**src/rtl/replacement_master_controller_pkg.sv**
```systemverilog
// Shared types and sizing helpers for the replacement master controller and its
// replacement-algorithm slave interface.
package replacement_master_pkg;

    typedef enum logic [1:0] {
        IDLE    = 2'd0,
        LOOKUP  = 2'd1,
        FILL    = 2'd2,
        RESPOND = 2'd3
    } state_t;

    // Line index width used by both master and replacement slaves.
    function automatic int counter_width(input int lines);
        if (lines <= 4)        return 2;
        else if (lines <= 8)   return 3;
        else if (lines <= 16)  return 4;
        else if (lines <= 32)  return 5;
        else if (lines <= 64)  return 6;
        else if (lines <= 128) return 7;
        else                   return 8;
    endfunction

endpackage

```
**src/rtl/replacement_master_controller_if.sv**
```systemverilog
// Request/response bus from the cache controller, and the ReplacementAlgorithmInterface
// between this master and a replacement-algorithm slave.
interface replacement_request_if #(
    parameter int TAG_WIDTH     = 8,
    parameter int COUNTER_WIDTH = 2
);
    logic                     requestValid;
    logic [TAG_WIDTH-1:0]     requestTag;
    logic                     requestReady;
    logic                     invalidate;
    logic                     responseValid;
    logic                     responseHit;
    logic [COUNTER_WIDTH-1:0] responseCacheLine;

    modport master (
        output requestValid, requestTag, invalidate,
        input  requestReady, responseValid, responseHit, responseCacheLine
    );

    modport slave (
        input  requestValid, requestTag, invalidate,
        output requestReady, responseValid, responseHit, responseCacheLine
    );
endinterface

interface replacement_algorithm_if #(
    parameter int COUNTER_WIDTH = 2
);
    logic [COUNTER_WIDTH-1:0] lastAccessedCacheLine;
    logic                     enable;
    logic                     replacementReset;
    logic [COUNTER_WIDTH-1:0] replacementCacheLine;

    modport master (
        output lastAccessedCacheLine, enable, replacementReset,
        input  replacementCacheLine
    );

    modport slave (
        input  lastAccessedCacheLine, enable, replacementReset,
        output replacementCacheLine
    );
endinterface

```
**src/rtl/replacement_master_controller_tag_match_unit.sv**
```systemverilog
// Combinational tag compare across all lines plus lowest-invalid-line search;
// both encoders give priority to the lowest index.
module tag_match_unit #(
    parameter int NUMBER_OF_CACHE_LINES = 4,
    parameter int COUNTER_WIDTH         = 2,
    parameter int TAG_WIDTH             = 8
) (
    input  logic [NUMBER_OF_CACHE_LINES-1:0][TAG_WIDTH-1:0] i_tags,
    input  logic [NUMBER_OF_CACHE_LINES-1:0]                i_valid,
    input  logic [TAG_WIDTH-1:0]                            i_tag,
    output logic                                            o_hit,
    output logic [COUNTER_WIDTH-1:0]                        o_hit_index,
    output logic                                            o_any_invalid,
    output logic [COUNTER_WIDTH-1:0]                        o_invalid_index
);

    // Walking downward lets the lowest matching index overwrite higher ones.
    always_comb begin
        o_hit           = 1'b0;
        o_hit_index     = '0;
        o_any_invalid   = 1'b0;
        o_invalid_index = '0;
        for (int i = NUMBER_OF_CACHE_LINES - 1; i >= 0; i--) begin
            if (i_valid[i] && (i_tags[i] == i_tag)) begin
                o_hit       = 1'b1;
                o_hit_index = COUNTER_WIDTH'(i);
            end
            if (!i_valid[i]) begin
                o_any_invalid   = 1'b1;
                o_invalid_index = COUNTER_WIDTH'(i);
            end
        end
    end

endmodule

```
**src/rtl/replacement_master_controller.sv**
```systemverilog
// Fully associative tag lookup/allocate unit; master of the replacement-algorithm
// interface, asking the slave for a victim only when every line is valid.
module replacement_master_controller
    import replacement_master_pkg::*;
#(
    parameter int NUMBER_OF_CACHE_LINES = 4,
    parameter int COUNTER_WIDTH         = counter_width(NUMBER_OF_CACHE_LINES),
    parameter int TAG_WIDTH             = 8
) (
    input  logic                    clock,
    input  logic                    reset,
    replacement_request_if.slave    req_bus,
    replacement_algorithm_if.master repl_bus
);

    localparam int N = NUMBER_OF_CACHE_LINES;

    state_t                          r_state;
    logic [N-1:0][TAG_WIDTH-1:0]     r_tags;
    logic [N-1:0]                    r_valid;
    logic [TAG_WIDTH-1:0]            r_tag;
    logic [COUNTER_WIDTH-1:0]        r_index;
    logic [COUNTER_WIDTH-1:0]        r_resp_line;
    logic [COUNTER_WIDTH-1:0]        r_last_line;
    logic                            r_resp_valid;
    logic                            r_resp_hit;
    logic                            r_enable;
    logic                            r_flush_pending;

    logic                            w_hit;
    logic [COUNTER_WIDTH-1:0]        w_hit_index;
    logic                            w_any_invalid;
    logic [COUNTER_WIDTH-1:0]        w_invalid_index;
    logic [COUNTER_WIDTH-1:0]        w_victim;
    logic                            w_flush;

    tag_match_unit #(
        .NUMBER_OF_CACHE_LINES (N),
        .COUNTER_WIDTH         (COUNTER_WIDTH),
        .TAG_WIDTH             (TAG_WIDTH)
    ) u_tag_match (
        .i_tags          (r_tags),
        .i_valid         (r_valid),
        .i_tag           (r_tag),
        .o_hit           (w_hit),
        .o_hit_index     (w_hit_index),
        .o_any_invalid   (w_any_invalid),
        .o_invalid_index (w_invalid_index)
    );

    assign w_flush = (r_state == IDLE) && (r_flush_pending || req_bus.invalidate);

    // The slave's proposal is only trusted when the set is full and in range.
    always_comb begin
        w_victim = repl_bus.replacementCacheLine;
        if (w_any_invalid) begin
            w_victim = w_invalid_index;
        end else if (32'(repl_bus.replacementCacheLine) >= N) begin
            w_victim = '0;
        end
    end

    always_ff @(posedge clock or posedge reset) begin
        if (reset) begin
            r_state         <= IDLE;
            r_tags          <= '0;
            r_valid         <= '0;
            r_tag           <= '0;
            r_index         <= '0;
            r_resp_line     <= '0;
            r_last_line     <= '0;
            r_resp_valid    <= 1'b0;
            r_resp_hit      <= 1'b0;
            r_enable        <= 1'b0;
            r_flush_pending <= 1'b0;
        end else begin
            r_resp_valid <= 1'b0;
            r_enable     <= 1'b0;
            if (req_bus.invalidate && (r_state != IDLE)) begin
                r_flush_pending <= 1'b1;
            end
            case (r_state)
                IDLE: begin
                    if (w_flush) begin
                        r_valid         <= '0;
                        r_flush_pending <= 1'b0;
                    end else if (req_bus.requestValid) begin
                        r_tag   <= req_bus.requestTag;
                        r_state <= LOOKUP;
                    end
                end
                LOOKUP: begin
                    if (w_hit) begin
                        r_index      <= w_hit_index;
                        r_resp_hit   <= 1'b1;
                        r_resp_valid <= 1'b1;
                        r_enable     <= 1'b1;
                        r_resp_line  <= w_hit_index;
                        r_last_line  <= w_hit_index;
                        r_state      <= RESPOND;
                    end else begin
                        r_index <= w_victim;
                        r_state <= FILL;
                    end
                end
                FILL: begin
                    for (int i = 0; i < N; i++) begin
                        if (COUNTER_WIDTH'(i) == r_index) begin
                            r_tags[i]  <= r_tag;
                            r_valid[i] <= 1'b1;
                        end
                    end
                    r_resp_hit   <= 1'b0;
                    r_resp_valid <= 1'b1;
                    r_enable     <= 1'b1;
                    r_resp_line  <= r_index;
                    r_last_line  <= r_index;
                    r_state      <= RESPOND;
                end
                RESPOND: begin
                    r_state <= IDLE;
                end
                default: begin
                    r_state <= IDLE;
                end
            endcase
        end
    end

    assign req_bus.requestReady       = (r_state == IDLE) && !r_flush_pending && !req_bus.invalidate;
    assign req_bus.responseValid      = r_resp_valid;
    assign req_bus.responseHit        = r_resp_hit;
    assign req_bus.responseCacheLine  = r_resp_line;
    assign repl_bus.lastAccessedCacheLine = r_last_line;
    assign repl_bus.enable            = r_enable;
    assign repl_bus.replacementReset  = reset || w_flush;

endmodule
```
**src/flat_wrapper.sv**
```systemverilog
// flat-port wrapper written by rule: the top's interface ports become plain ports
module replacement_master_controller_flat import replacement_master_pkg::*;
#(
    parameter int NUMBER_OF_CACHE_LINES = 4,
    parameter int COUNTER_WIDTH         = counter_width(NUMBER_OF_CACHE_LINES),
    parameter int TAG_WIDTH             = 8
)
  (clock, reset, req_bus_requestValid, req_bus_requestTag, req_bus_invalidate, req_bus_requestReady, req_bus_responseValid, req_bus_responseHit, req_bus_responseCacheLine, repl_bus_lastAccessedCacheLine, repl_bus_enable, repl_bus_replacementReset, repl_bus_replacementCacheLine);
  replacement_request_if #(.TAG_WIDTH(TAG_WIDTH), .COUNTER_WIDTH(COUNTER_WIDTH)) req_bus_i ();
  replacement_algorithm_if #(.COUNTER_WIDTH(COUNTER_WIDTH)) repl_bus_i ();
  input  logic clock;
  input  logic reset;
  input wire logic [$bits(req_bus_i.requestValid)-1:0] req_bus_requestValid;
  input wire logic [$bits(req_bus_i.requestTag)-1:0] req_bus_requestTag;
  input wire logic [$bits(req_bus_i.invalidate)-1:0] req_bus_invalidate;
  output wire logic [$bits(req_bus_i.requestReady)-1:0] req_bus_requestReady;
  output wire logic [$bits(req_bus_i.responseValid)-1:0] req_bus_responseValid;
  output wire logic [$bits(req_bus_i.responseHit)-1:0] req_bus_responseHit;
  output wire logic [$bits(req_bus_i.responseCacheLine)-1:0] req_bus_responseCacheLine;
  output wire logic [$bits(repl_bus_i.lastAccessedCacheLine)-1:0] repl_bus_lastAccessedCacheLine;
  output wire logic [$bits(repl_bus_i.enable)-1:0] repl_bus_enable;
  output wire logic [$bits(repl_bus_i.replacementReset)-1:0] repl_bus_replacementReset;
  input wire logic [$bits(repl_bus_i.replacementCacheLine)-1:0] repl_bus_replacementCacheLine;
  assign req_bus_i.requestValid = req_bus_requestValid;
  assign req_bus_i.requestTag = req_bus_requestTag;
  assign req_bus_i.invalidate = req_bus_invalidate;
  assign req_bus_requestReady = req_bus_i.requestReady;
  assign req_bus_responseValid = req_bus_i.responseValid;
  assign req_bus_responseHit = req_bus_i.responseHit;
  assign req_bus_responseCacheLine = req_bus_i.responseCacheLine;
  assign repl_bus_lastAccessedCacheLine = repl_bus_i.lastAccessedCacheLine;
  assign repl_bus_enable = repl_bus_i.enable;
  assign repl_bus_replacementReset = repl_bus_i.replacementReset;
  assign repl_bus_i.replacementCacheLine = repl_bus_replacementCacheLine;
  replacement_master_controller #(.NUMBER_OF_CACHE_LINES(NUMBER_OF_CACHE_LINES), .COUNTER_WIDTH(COUNTER_WIDTH), .TAG_WIDTH(TAG_WIDTH)) u_core (.clock(clock), .reset(reset), .req_bus(req_bus_i), .repl_bus(repl_bus_i));
endmodule
```
**config.mk**
```make
export PLATFORM = sky130hd
export DESIGN_NAME = replacement_master_controller_flat
export DESIGN_NICKNAME = d
export VERILOG_FILES = /design/src/rtl/replacement_master_controller_pkg.sv /design/src/rtl/replacement_master_controller_if.sv /design/src/rtl/replacement_master_controller_tag_match_unit.sv /design/src/rtl/replacement_master_controller.sv /design/src/flat_wrapper.sv
export SDC_FILE = /design/constraint.sdc
export NUM_CORES = 1
export LEC_CHECK = 0
export BUFFER_PORTS_ARGS = -buffer_cell sky130_fd_sc_hd__buf_2
export CAP_MARGIN = 20
export CORE_ASPECT_RATIO = 0.7
export CORE_UTILIZATION = 53
export CTS_CLUSTER_DIAMETER = 30
export DETAILED_ROUTE_END_ITERATION = 6
export PLACE_DENSITY = 0.75
export SYNTH_ARGS = -nofsm -noshare
export SYNTH_HDL_FRONTEND = slang
export SYNTH_SLANG_ARGS = --single-unit
```
**constraint.sdc**
```tcl
create_clock -name clock -period 1.6 [get_ports clock]
set_input_delay 0.08 -clock clock [delete_from_list [all_inputs] [get_ports clock]]
set_output_delay 0.08 -clock clock [all_outputs]
set_load 0.02 [all_outputs]
```
# == Word-level counts from Yosys, hierarchy flattened ==
# Index checks and enable logic that the tools add are counted.
# classes
eq_ne,18
muxes,37
bitwise_logic,1
reduce_logical,28
# ops
operator,n
equality test 8 bit,4
two-way mux 2 bit,13
two-way mux 1 bit,18
AND reduction 3 bit,5
AND reduction 2 bit,6
!= test 2 x 1 -> 1 bit (second input constant),5
logical AND 1 bit,8
one-hot mux 2 bit (4 select lines),1
one-hot mux 4 bit (2 select lines),1
!= test 2 bit (second input constant),3
nonzero test 2 bit,3
equality test 2 bit (first input constant),2
equality test 2 bit (second input constant),2
logical NOT 2 bit,2
two-way mux 4 bit,1
one-hot mux 1 bit (2 select lines),2
one-hot mux 2 bit (2 select lines),1
equality test 1 x 2 -> 1 bit (first input constant),1
equality test 2 x 1 -> 1 bit (second input constant),1
logical NOT 1 bit,2
logical OR 1 bit,2
NOT 1 bit,1
# word_totals
regBits,53
in_bits,14
word_cells,99

# == Depth between registers and ports, before layout ==
# depth
ltp_word,8
depth_mapped,8
depth_no_buf,7

# == By module ==
# From an unflattened synthesis, not the netlist that was laid out.
# hier_totals
cells_unflattened,227
area_unflattened_um2,2770.2
# by_module_without_submodules
mod,instances,cells_each,area_each_um2,seq_area_each_um2
replacement_master_controller,1,159,2235.9,1326.3
tag_match_unit,1,68,534.3,0.0

# == Worst setup path before layout ==
# Ideal clock, no wire load.
# synth_path
path_kind,reg-to-reg
startpoint,register u_core.r_tag[3]
endpoint,"register u_core.r_resp_line[0], in the netlist u_core.req_bus.responseCacheLine[0]"
setup_time_ps,131
arrival_ps,1635
t_required_ps,1469
path_slack_ps,-166
stages_incl_launch_ff,9
n_path_buf,1
synth_period_minus_slack_ps,1766
path_cell_list,dfrtp_1 > buf_6 > xor2_1 > nor4_2 > nand4_1 > a21oi_1 > nor2_1 > a2111oi_4 > nor3_2
# synth_via
elab_chain_cells,8
elab_cells_between_ends,20
# synth_rtl
item,line,rtl
start: declaration,replacement_master_controller.sv:21,logic [TAG_WIDTH-1:0] r_tag;
start signal: assignment,replacement_master_controller.sv:88,r_tag <= req_bus.requestTag;
equality test 8 bit,replacement_master_controller_tag_match_unit.sv:24,if (i_valid[i] && (i_tags[i] == i_tag)) begin
logical AND 1 bit,replacement_master_controller_tag_match_unit.sv:24,
two-way mux 2 bit or two-way mux 1 bit (tied branches) (4 in a row),replacement_master_controller_tag_match_unit.sv:24,
two-way mux 2 bit or != test 2 bit (tied branches),--,
one-hot mux 2 bit (2 select lines) or AND reduction 2 bit (tied branches),--,
end signal: assignment,replacement_master_controller.sv:98,r_resp_line <= w_hit_index;
end signal: assignment,replacement_master_controller.sv:116,r_resp_line <= r_index;
end: declaration,replacement_master_controller.sv:23,logic [COUNTER_WIDTH-1:0] r_resp_line;
# Several ways; a longest one is shown, not always the timed one. The select of a mux whose other input is x is not followed.
# A chain may end at the register's enable or synchronous reset.

# == Worst setup path in the final report ==
# layout_path
startpoint,register u_core.r_tag[1]
endpoint,"register u_core.r_resp_line[0], in the netlist u_core.req_bus.responseCacheLine[0]"
# Same word-level chain as after synthesis.

==> impl_results.md <==
* Setup crit end kind: register
* Antenna Nets Post-Route at 0
* Initial core utilization at 55.5%
* R2R depth at 8
* CTS tree: done
* Cell Area, Synth at 2680 um2
* Clock skew at 4.40 ps
* Die ar. at 5350 um2
* Switch Pwr at 0.00280 W
* Post-synthesis simple-gate area fraction at 9.33%
* Unrepaired setup endpoints after global routing: yes
* Setup Viol. Count Final at 7
* Ports at 23
* Arr. time, crit path at 2040 ps
* Tot Pwr at 0.00697 W
* R2r endpoint: u_core.req_bus.responseCacheLine[0]
* YS warnings at 0
* Pins Over Slew Limit at 0
* Reg clk slew, reported paths at 90 ps
* Synth Area in Compound Gates at 7.00%
* Flops & latches, synth at 53
* Hold Path Depth at 2
* N_diodes at 0
* CTS root buf: clkbuf_8
* Area Growth Syn to Fin at 32.2%
* Final hold vios at 0
* Syn_area_per_cell at 11.9 um2
* Critical register-to-register path startpoint: u_core.r_tag[1]
* Mux share of post-synthesis cell area at 17.2%
* Post-Route WL at 6060 um
* Yosys top cell by area: dfrtp_1
* Vias at 1885
* Adder-Cell Fraction of Synth Area at 1.40%
* Internal cell power at 0.00418 W
* Violated checks: setup timing
* Worst Hold Launch: req_bus_requestTag[4]
* FF-to-FF setup slack at -250 ps
* Worst Setup Path Type: reg2reg
* Top_reg_cell synth: dfrtp_1
* Post-synth ARST share at 100%
* Final layout net count at 297
* # fillers at 332
* Crit-path max FO at 7
* Final worst-path cycle share at 116%
* Initial DRT Pass Iterations at 4
* Die width at 87.0 um
* Initial antenna violation count at 0
* PortBufs at 22
* Min-Delay Path Class: in2reg
* Pre-CTS setup slack at -350 ps
* Worst vdd ir at 1.07 mV
* Post-route DRC violation count at 0
* Seq pwr share at 36.9%
* Post-synth EDFFs at 0
* Static Leak at 1.60 nW
* H-tree Lvls at 2
* Core Box Area at 4830 um2
* Largest cells by area after synthesis: dfrtp_1 (49%), mux2_2 (17%), xnor2_1 (7.8%)
* Max clock buf depth at 2
* Worst Setup Start Kind: register
* DIE HEIGHT at 61.5 um
* Routability cong. at 0.831
* Largest net degree at the start of global routing at 44
* Slew @ Worst Pin at 558 ps
* Hold_ws at 11.1 ps
* Hold Path Sink: u_core.r_tag[4]
* Count of different cell masters after synthesis at 35
* Vias in the first global route at 1723
* Slew HR at 62.8%
* Post-synthesis cell count at 225
* Gr ovfl total at 0
* CTS Buf Count at 5
* Final WS setup at -250 ps
* Per-cell routed wire length at 17.3 um
* Row cnt at 21
* Gate power share at 52.6%
* GR Util All Layers at 23.2%
* P per Cell Area at 1970 nW/um2
* Synthesized Nets at 242
* Setup TNS at -1290 ps
* Most frequent cells in the layout: dfrtp_1 (45), mux2_2 (40), buf_4 (30)
* First DRT Iteration DRCs at 125
* First-pass GRT wire length at 8810 um
* Worst-skew pair later-pin latency at 300 ps
* Switching power share of the total at 40.1%
* Critical path data required time at 1790 ps
* Layout cells sized above 1 at 59.1%
* Clock share of power at 10.6%
* DP Wirelength at 3990 um
* Fin crit period at 1850 ps
* Max-cap violations at 0
* Leading cell type in the layout, fill and taps excluded: dfrtp_1
* Largest family of logic cells by synthesized area: multiplexers
* Status: complete, but fails checks
* Final Core Density at 73.3%
* Seq/Total Area, Yosys at 49.4%
* Synth Area in XOR/XNOR at 10.4%
* Top-area cell type share of the netlist area at 49.4%
* Via-per-instance ratio at 5.39
* Fmax at 0.540 GHz
* Total clock sinks at 53
-- cells in the mapped netlist, types with 2 or more instances --
master	instances
buf_4	10
nand3_1	8
o21ai_0	4
xor2_1	8
nor3_2	2
ha_1	3
nor2_1	10
a21oi_1	8
nand2_1	11
clkbuf_1	4
nor3_1	4
nand4_1	4
inv_1	9
dfrtp_1	53
mux2_2	40
a31oi_1	5
xnor2_1	24
-- worst max-delay path by stage --
stage | depth (start not counted) | start | slack [ps] | end
floorplan | 7 | u_core.r_tag[6] | -140 | u_core.req_bus.responseCacheLine[0]
global placement | 8 | u_core.r_tag[2] | -290 | u_core.r_index[0]
detailed placement | 6 | u_core.r_tag[2] | -350 | u_core.req_bus.responseCacheLine[0]
CTS | 7 | u_core.r_tag[6] | -200 | u_core.req_bus.responseHit
global route | 8 | u_core.r_tag[1] | -390 | u_core.req_bus.responseCacheLine[0]
finish | 8 | u_core.r_tag[1] | -250 | u_core.req_bus.responseCacheLine[0]
-- power by group through the flow --
stage	registers (W)	logic [W]	clock network, W
6_report	0.00257	0.00366	0.000739
5_1_grt	0.00265	0.00396	0.000807
4_1_cts	0.00249	0.00325	0.000753
3_5_place_dp	0.00247	0.00278	0
3_3_place_gp	0.00243	0.00272	0
2_1_floorplan	0.00221	0.00231	0
-- state kept, by name, indices dropped and copies added, names as in the netlist --
register and cells:
u_core.req_bus.responseValid 1, u_core.req_bus.responseCacheLine 2, u_core.r_valid 4, u_core.req_bus.responseHit 1, u_core.r_tag 8, u_core.r_index 2, u_core.r_state 2, u_core.r_flush_pending 1
u_core.r_tags 32
-- per-layer routing --
layer	wire, um	up-vias	GRT usage [%]
met3	166	6	4.42
li1	-	887	-
met2	2920	42	34.4
met5	0	-	0
met4	57	0	6.43
met1	2910	950	35.0
-- what timing repair did --
item                       4_1_cts  5_1_grt
hold endpoints to repair        12        0
buffers inserted                10        4
hold buffers                     3        0
setup endpoints to repair        9       25
pin swaps                       16        7
resized for setup               35       29
-- stage by stage --
step	area, um2	cells
floorplan	2710	225
global placement	3040	325
finish	3550	350
CTS	3370	346
global route	3550	350
detailed placement	3040	325
-- kinds of logic (layout without fill, tap and decap cells) --
| family | after synthesis | count (layout) |
|---|---|---|
| AOI/OAI and AO/OA | 26 | 26 |
| xor gates and xnor gates | 32 | 32 |
| muxes | 41 | 41 |
| DFF | 53 | 53 |
| and+or+nand+nor | 45 | 45 |
| buffers and inverters | 25 | 81 |
| adders and majority gates | 3 | 3 |
-- critical path, cell delays in order (launching register included) --
cell and delay [ps]:
dfrtp_2 500, xor2_1 190, nor3_1 240, nand4_1 160, buf_4 160, a21oi_2 140, nor2_2 70, a2111oi_4 220
nor3_2 60
-- layout make-up --
cell class | count | area (um2) | share of cell area, %
Multi-Input combinational cell | 147 | 1500 | 42.2
Clock buffer | 7 | 76.3 | 2.15
Sequential cell | 53 | 1340 | 37.7
Tap cell | 69 | 86.3 | 2.43
Timing Repair Buffer | 64 | 507 | 14.3
Clock inverter | 1 | 7.51 | 0.212
Inverter | 9 | 37.5 | 1.06
(Power assumes the default switching activity.)
